[config.mk]
export PLATFORM = sky130hd
export DESIGN_NAME = bit_scan_unit_flat
export DESIGN_NICKNAME = d
export VERILOG_FILES = /design/src/rtl/bit_scan_unit_if.sv /design/src/rtl/bit_scan_unit.sv /design/src/flat_wrapper.sv
export SDC_FILE = /design/constraint.sdc
export NUM_CORES = 1
export LEC_CHECK = 0
export ABC_AREA = 1
export CORE_MARGIN = 2
export CORE_UTILIZATION = 30
export CTS_BUF_LIST = sky130_fd_sc_hd__clkbuf_8
export DETAILED_ROUTE_END_ITERATION = 10
export PLACE_DENSITY = 0.56
export SYNTH_ARGS = -nofsm -noshare
export SYNTH_HDL_FRONTEND = slang
export SYNTH_SLANG_ARGS = --single-unit
[constraint.sdc]
create_clock -name clk -period 2 [get_ports clk]
set_input_delay 0.4 -clock clk [delete_from_list [all_inputs] [get_ports clk]]
set_output_delay 0.4 -clock clk [all_outputs]
set_load 0.005 [all_outputs]
[src/rtl/bit_scan_unit_if.sv]
// bit_scan_unit_if: operand/result handshake bundle for bit_scan_unit.
//   in_valid/in_ready  : operand handshake (in_data, in_op)
//   out_valid/out_ready: result handshake (out_count, out_none)
//   master modport     : the requester side (drives operands, consumes results)
//   slave modport      : the scan unit side
interface bit_scan_unit_if #(
   parameter int unsigned WIDTH = 32,
   parameter int unsigned CW    = $clog2(WIDTH + 1)
);
   logic             in_valid;
   logic             in_ready;
   logic [WIDTH-1:0] in_data;
   logic [1:0]       in_op;
   logic             out_valid;
   logic             out_ready;
   logic [CW-1:0]    out_count;
   logic             out_none;

   modport master (
      output in_valid, in_data, in_op, out_ready,
      input  in_ready, out_valid, out_count, out_none
   );

   modport slave (
      input  in_valid, in_data, in_op, out_ready,
      output in_ready, out_valid, out_count, out_none
   );
endinterface

[src/rtl/bit_scan_unit.sv]
// bit_scan_unit: multi-cycle leading/trailing zero/one counter.
// Scans CHUNK bits per cycle from the top of a shift register and stops at the
// first chunk holding the target bit. All four modes are mapped onto a CLZ scan
// by reversing and/or inverting the operand at accept time.
//   clk   : clock, rising edge
//   reset : synchronous, active-low
//   bus   : bit_scan_unit_if slave
//             in_valid/in_ready/in_data/in_op (00 CLZ, 01 CTZ, 10 CLO, 11 CTO)
//             out_valid/out_ready/out_count/out_none
module bit_scan_unit #(
   parameter int unsigned WIDTH = 32,
   parameter int unsigned CHUNK = 4
) (
   input  logic           clk,
   input  logic           reset,
   bit_scan_unit_if.slave bus
);

   localparam int unsigned CW     = $clog2(WIDTH + 1);
   localparam int unsigned NCHUNK = WIDTH / CHUNK;
   localparam int unsigned IW     = (NCHUNK > 1) ? $clog2(NCHUNK) : 1;
   localparam int unsigned LW     = $clog2(CHUNK + 1);

   typedef enum logic [1:0] {StIdle, StScan, StDone} state_e;

   state_e           state_q, state_d;
   logic [WIDTH-1:0] sreg_q, sreg_d;
   logic [CW-1:0]    acc_q, acc_d;
   logic [IW-1:0]    idx_q, idx_d;
   logic             none_q, none_d;

   logic [WIDTH-1:0] rev;
   logic [WIDTH-1:0] operand;
   logic [CHUNK-1:0] chunk;
   logic [LW-1:0]    chunk_lz;

   // op[0] selects a trailing scan (bit reverse), op[1] counts ones (invert).
   always_comb begin
      rev = '0;
      for (int i = 0; i < int'(WIDTH); i++) begin
         rev[i] = bus.in_op[0] ? bus.in_data[int'(WIDTH) - 1 - i] : bus.in_data[i];
      end
      operand = bus.in_op[1] ? ~rev : rev;
   end

   assign chunk = sreg_q[WIDTH-1 -: CHUNK];

   // Ascending loop: the highest set bit writes last and wins.
   always_comb begin
      chunk_lz = LW'(CHUNK);
      for (int i = 0; i < int'(CHUNK); i++) begin
         if (chunk[i]) chunk_lz = LW'(int'(CHUNK) - 1 - i);
      end
   end

   always_comb begin
      state_d = state_q;
      sreg_d  = sreg_q;
      acc_d   = acc_q;
      idx_d   = idx_q;
      none_d  = none_q;
      unique case (state_q)
         StIdle: begin
            if (bus.in_valid) begin
               sreg_d  = operand;
               acc_d   = '0;
               idx_d   = '0;
               none_d  = 1'b0;
               state_d = StScan;
            end
         end
         StScan: begin
            if (chunk != '0) begin
               acc_d   = acc_q + CW'(chunk_lz);
               none_d  = 1'b0;
               state_d = StDone;
            end else if (idx_q == IW'(NCHUNK - 1)) begin
               acc_d   = CW'(WIDTH);
               none_d  = 1'b1;
               state_d = StDone;
            end else begin
               acc_d  = acc_q + CW'(CHUNK);
               sreg_d = sreg_q << CHUNK;
               idx_d  = idx_q + IW'(1);
            end
         end
         StDone: begin
            if (bus.out_ready) state_d = StIdle;
         end
         default: state_d = StIdle;
      endcase
   end

   always_ff @(posedge clk) begin
      if (!reset) begin
         state_q <= StIdle;
         sreg_q  <= '0;
         acc_q   <= '0;
         idx_q   <= '0;
         none_q  <= 1'b0;
      end else begin
         state_q <= state_d;
         sreg_q  <= sreg_d;
         acc_q   <= acc_d;
         idx_q   <= idx_d;
         none_q  <= none_d;
      end
   end

   assign bus.in_ready  = (state_q == StIdle);
   assign bus.out_valid = (state_q == StDone);
   assign bus.out_count = acc_q;
   assign bus.out_none  = none_q;

endmodule

[src/flat_wrapper.sv]
// flat-port wrapper written by rule: the top's interface ports become plain ports
module bit_scan_unit_flat 
#(
   parameter int unsigned WIDTH = 32,
   parameter int unsigned CHUNK = 4
)
  (clk, reset, bus_in_valid, bus_in_data, bus_in_op, bus_out_ready, bus_in_ready, bus_out_valid, bus_out_count, bus_out_none);
  bit_scan_unit_if #(.WIDTH(WIDTH)) bus_i ();
  input  logic clk;
  input  logic reset;
  input wire logic [$bits(bus_i.in_valid)-1:0] bus_in_valid;
  input wire logic [$bits(bus_i.in_data)-1:0] bus_in_data;
  input wire logic [$bits(bus_i.in_op)-1:0] bus_in_op;
  input wire logic [$bits(bus_i.out_ready)-1:0] bus_out_ready;
  output wire logic [$bits(bus_i.in_ready)-1:0] bus_in_ready;
  output wire logic [$bits(bus_i.out_valid)-1:0] bus_out_valid;
  output wire logic [$bits(bus_i.out_count)-1:0] bus_out_count;
  output wire logic [$bits(bus_i.out_none)-1:0] bus_out_none;
  assign bus_i.in_valid = bus_in_valid;
  assign bus_i.in_data = bus_in_data;
  assign bus_i.in_op = bus_in_op;
  assign bus_i.out_ready = bus_out_ready;
  assign bus_in_ready = bus_i.in_ready;
  assign bus_out_valid = bus_i.out_valid;
  assign bus_out_count = bus_i.out_count;
  assign bus_out_none = bus_i.out_none;
  bit_scan_unit #(.WIDTH(WIDTH), .CHUNK(CHUNK)) u_core (.clk(clk), .reset(reset), .bus(bus_i));
endmodule
==> summary.txt <==
Run status
  – Status: completed

STA
  – Setup Skew: 0.0116 ns
  – Slew @ Worst Pin: 0.428 ns
  – Fin. Hold Viols: 0
  – Period utilisation layout: 93.4%
  – Slew headroom: 71.5%
  – Setup violations, final: 0
  – Pins Over Slew Limit: 0
  – Period minus WS final: 1.87 ns
  – Hold Slack: 0.473 ns
  – Fmax: 0.535 GHz
  – Setup TNS: 0 ns
  – Unrepaired setup endpoints after global routing: false

Yosys
  – Syn nets: 536
  – Synth Register Bits: 44
  – Area contributors post-synth: dfxtp_1, nand2_1, nor2_1
  – Syn_area_per_cell: 6.05 um^2
  – Ys async rst share: 0%
  – Prevailing post-synth register cell: dfxtp_1
  – Mapped Cells: 491
  – Post-synth EDFFs: 0
  – Area leader, netlist: dfxtp_1
  – Yosys warnings: 0
  – Synthesized area: 0.00297 mm^2
  – Sequential share of the synthesized area: 29.7%
  – Synth top cells by count: nand2_1, nor2_1, o21ai_0, dfxtp_1, inv_1
  – Share of the synthesized area in the top cell type: 29.7%
  – Synth unique cells: 26
  – Most common cell in the synthesized netlist: nand2_1

Power and ir drop
  – Design Power: 3440 uW
  – Peak VDD IR: 0.353 mV
  – Switch Pwr: 1410 uW
  – Sw Share: 41.0%
  – Static leakage: 0.00174 uW
  – Comb power frac: 46.0%
  – Clock power share: 17.1%
  – Internal Power: 2030 uW
  – Share of power burned in registers: 37.0%
  – Power per cell area: 931 mW/mm^2

Detailed routing
  – DRC violations left: 0
  – WL per Instance: 10.8 um
  – Routed via count: 2930
  – Drt pass-1 iters: 4
  – Initial DRC Count: 103
  – WL final: 7210 um
  – Antenna-violating nets left: 0
  – Vias per cell: 4.38

Clock tree
  – Cts bufs inserted: 5
  – Root Driver: clkbuf_8
  – Maximum clock insertion buffer count: 2
  – Worst-path clk slew: 0.09 ns
  – H-tree depth: 2
  – Worst skew pair latency: 0.30 ns
  – Hold buffer count at CTS: 0
  – CTS tree: built
  – CTS sink cnt: 44

Final layout
  – Antenna diode count: 0
  – Fraction of layout cells with a size suffix above 1: 7.46%
  – Finished Layout Cells: 669
  – Nets: 580
  – Fillers: 1083
  – Area Overhead vs Synth: 24.4%

Setup path
  – CP startpoint kind: flop
  – R2R cell count: 11
  – Largest stage delay on the critical path: 0.55 ns
  – Cells along the critical path: inv_2 -> nor2_1 -> clkdlybuf4s50_1
  – CP Class: reg -> out
  – Worst R2R Setup Slack: 0.20 ns
  – RR Endpoint: u_core.sreg_q[24]
  – Critical path capture point type: output pin
  – CP required: 1.60 ns
  – Critical path endpoint: bus_out_valid
  – Worst setup path start: u_core.state_q[1]
  – Critical Path AT: 1.47 ns
  – Slowest-stage cell, CP: clkdlybuf4s50_1
  – Worst-path fanout max: 2
  – Reg2reg start: u_core.idx_q[0]

Floorplan
  – Num rows: 36
  – Die ar.: 0.0107 mm^2
  – Starting Density: 30.7%
  – Area of the core: 0.00968 mm^2
  – Chip height: 103 um
  – Width of the die: 103 um
  – I/O pin count: 47

Placement
  – Placed Cells: 661
  – Post-detail-place hpwl: 5410 um
  – Port bufs: 46
  – RD Place Congestion: 0.824

Global routing
  – Initial antenna violation count: 0
  – Largest net degree at the start of global routing: 50
  – Gr usage total: 14.6%
  – Grt total ovfl: 0
  – First-pass GRT wire length: 12500 um
  – Vias in the first global route: 2835

Job
  – Maxcap violations: 0

Min path
  – Worst hold path type: reg -> reg
how the worst min path moves through the flow:
stage	from	endpoint	slack [ns]	cells past startpoint
finish	u_core.sreg_q[2]	u_core.sreg_q[2]	0.47	2
global route	u_core.sreg_q[2]	u_core.sreg_q[2]	0.51	2
CTS	u_core.sreg_q[2]	u_core.sreg_q[2]	0.47	2
detailed placement	u_core.sreg_q[2]	u_core.sreg_q[2]	0.46	2
global placement	u_core.sreg_q[2]	u_core.sreg_q[2]	0.46	2
floorplan	u_core.sreg_q[2]	u_core.sreg_q[2]	0.44	2
through the flow:
step | area, um^2 | worst slack [ns] | utilization [%]
6_report | 3690 | 0.132 | 38.2
3_3_place_gp | 3600 | 0.187 | 37.2
3_5_place_dp | 3600 | 0.181 | 37.2
4_1_cts | 3690 | 0.129 | 38.2
2_1_floorplan | 2970 | 0.342 | -
5_1_grt | 3690 | 0.0378 | 38.2
layout by cell type (no fill, tap or decap), types with 2 or more instances in the layout:
cell and instances:
clkinv_2 2, o21ai_1 14, nand4_1 3, a21oi_1 19, buf_12 2, dfxtp_1 44
nand3_1 10, a31oi_1 2, nand2_1 123, clkbuf_8 6, buf_4 16, inv_2 4
nor2_1 106, ha_1 6, or2_2 4, xor2_1 26, nand2_2 3, nor3_1 5
nor2_2 2, clkdlybuf4s50_1 45, inv_1 42, o21ai_0 46
state kept, by name, summed over array words and instances (netlist names):
signal,cells
u_core.idx_q,3
u_core.sreg_q,32
u_core.bus.out_count,6
u_core.state_q,2
u_core.bus.out_none,1
metal layers:
layer	global-route usage [%]	up-vias	wire length, um
met5	0	-	0
met3	2.82	4	291
li1	-	1606	-
met4	3.34	0	46
met2	25.5	47	3300
met1	18.5	1273	3570
critical path: cells and delay by family, from the launching register on:
| kind | cells | cell delay, ns |
|---|---|---|
| buffers and inverters | 2 | 0.60 |
| flip-flops | 1 | 0.38 |
| AND/OR/NAND/NOR | 1 | 0.19 |
power groups by stage:
| stage | Sequential (uW) | Combinational (uW) | Clock (uW) |
|---|---|---|---|
| after global routing | 1300 | 1840 | 639 |
| after detailed placement | 1280 | 1590 | 0 |
| after global placement | 1290 | 1580 | 0 |
| after floorplan | 1250 | 1190 | 0 |
| final | 1270 | 1580 | 587 |
| after CTS | 1270 | 1600 | 607 |
cells by family (layout without fill, tap and decap cells):
kind of cell / count (synthesis) / in the layout / share of synthesized area (%)
AO/OA/AOI/OAI: 83 / 83 / 14.2
XOR/XNOR: 27 / 27 / 7.96
adder cells (fa/ha/maj): 7 / 7 / 3.20
buffers and inverters: 74 / 119 / 11.0
flip-flops: 44 / 44 / 29.7
AND/OR/NAND/NOR: 256 / 256 / 34.0
area by class of cell:
class | count | area (um^2) | share of cell area [%]
Clock inverter | 2 | 10.0 | 0.271
Sequential cell | 44 | 881 | 23.8
Timing Repair Buffer | 64 | 616 | 16.7
Multi-Input combinational cell | 373 | 1760 | 47.7
Inverter | 47 | 176 | 4.77
Tap cell | 133 | 166 | 4.50
Clock buffer | 6 | 82.6 | 2.24
timing repair:
item                                    CTS  global route
hold endpoints to repair                  0             0
resized for setup                         0             1
buffers inserted                          0             0
endpoints found under the setup margin    0             1
(Power assumes the default switching activity.)
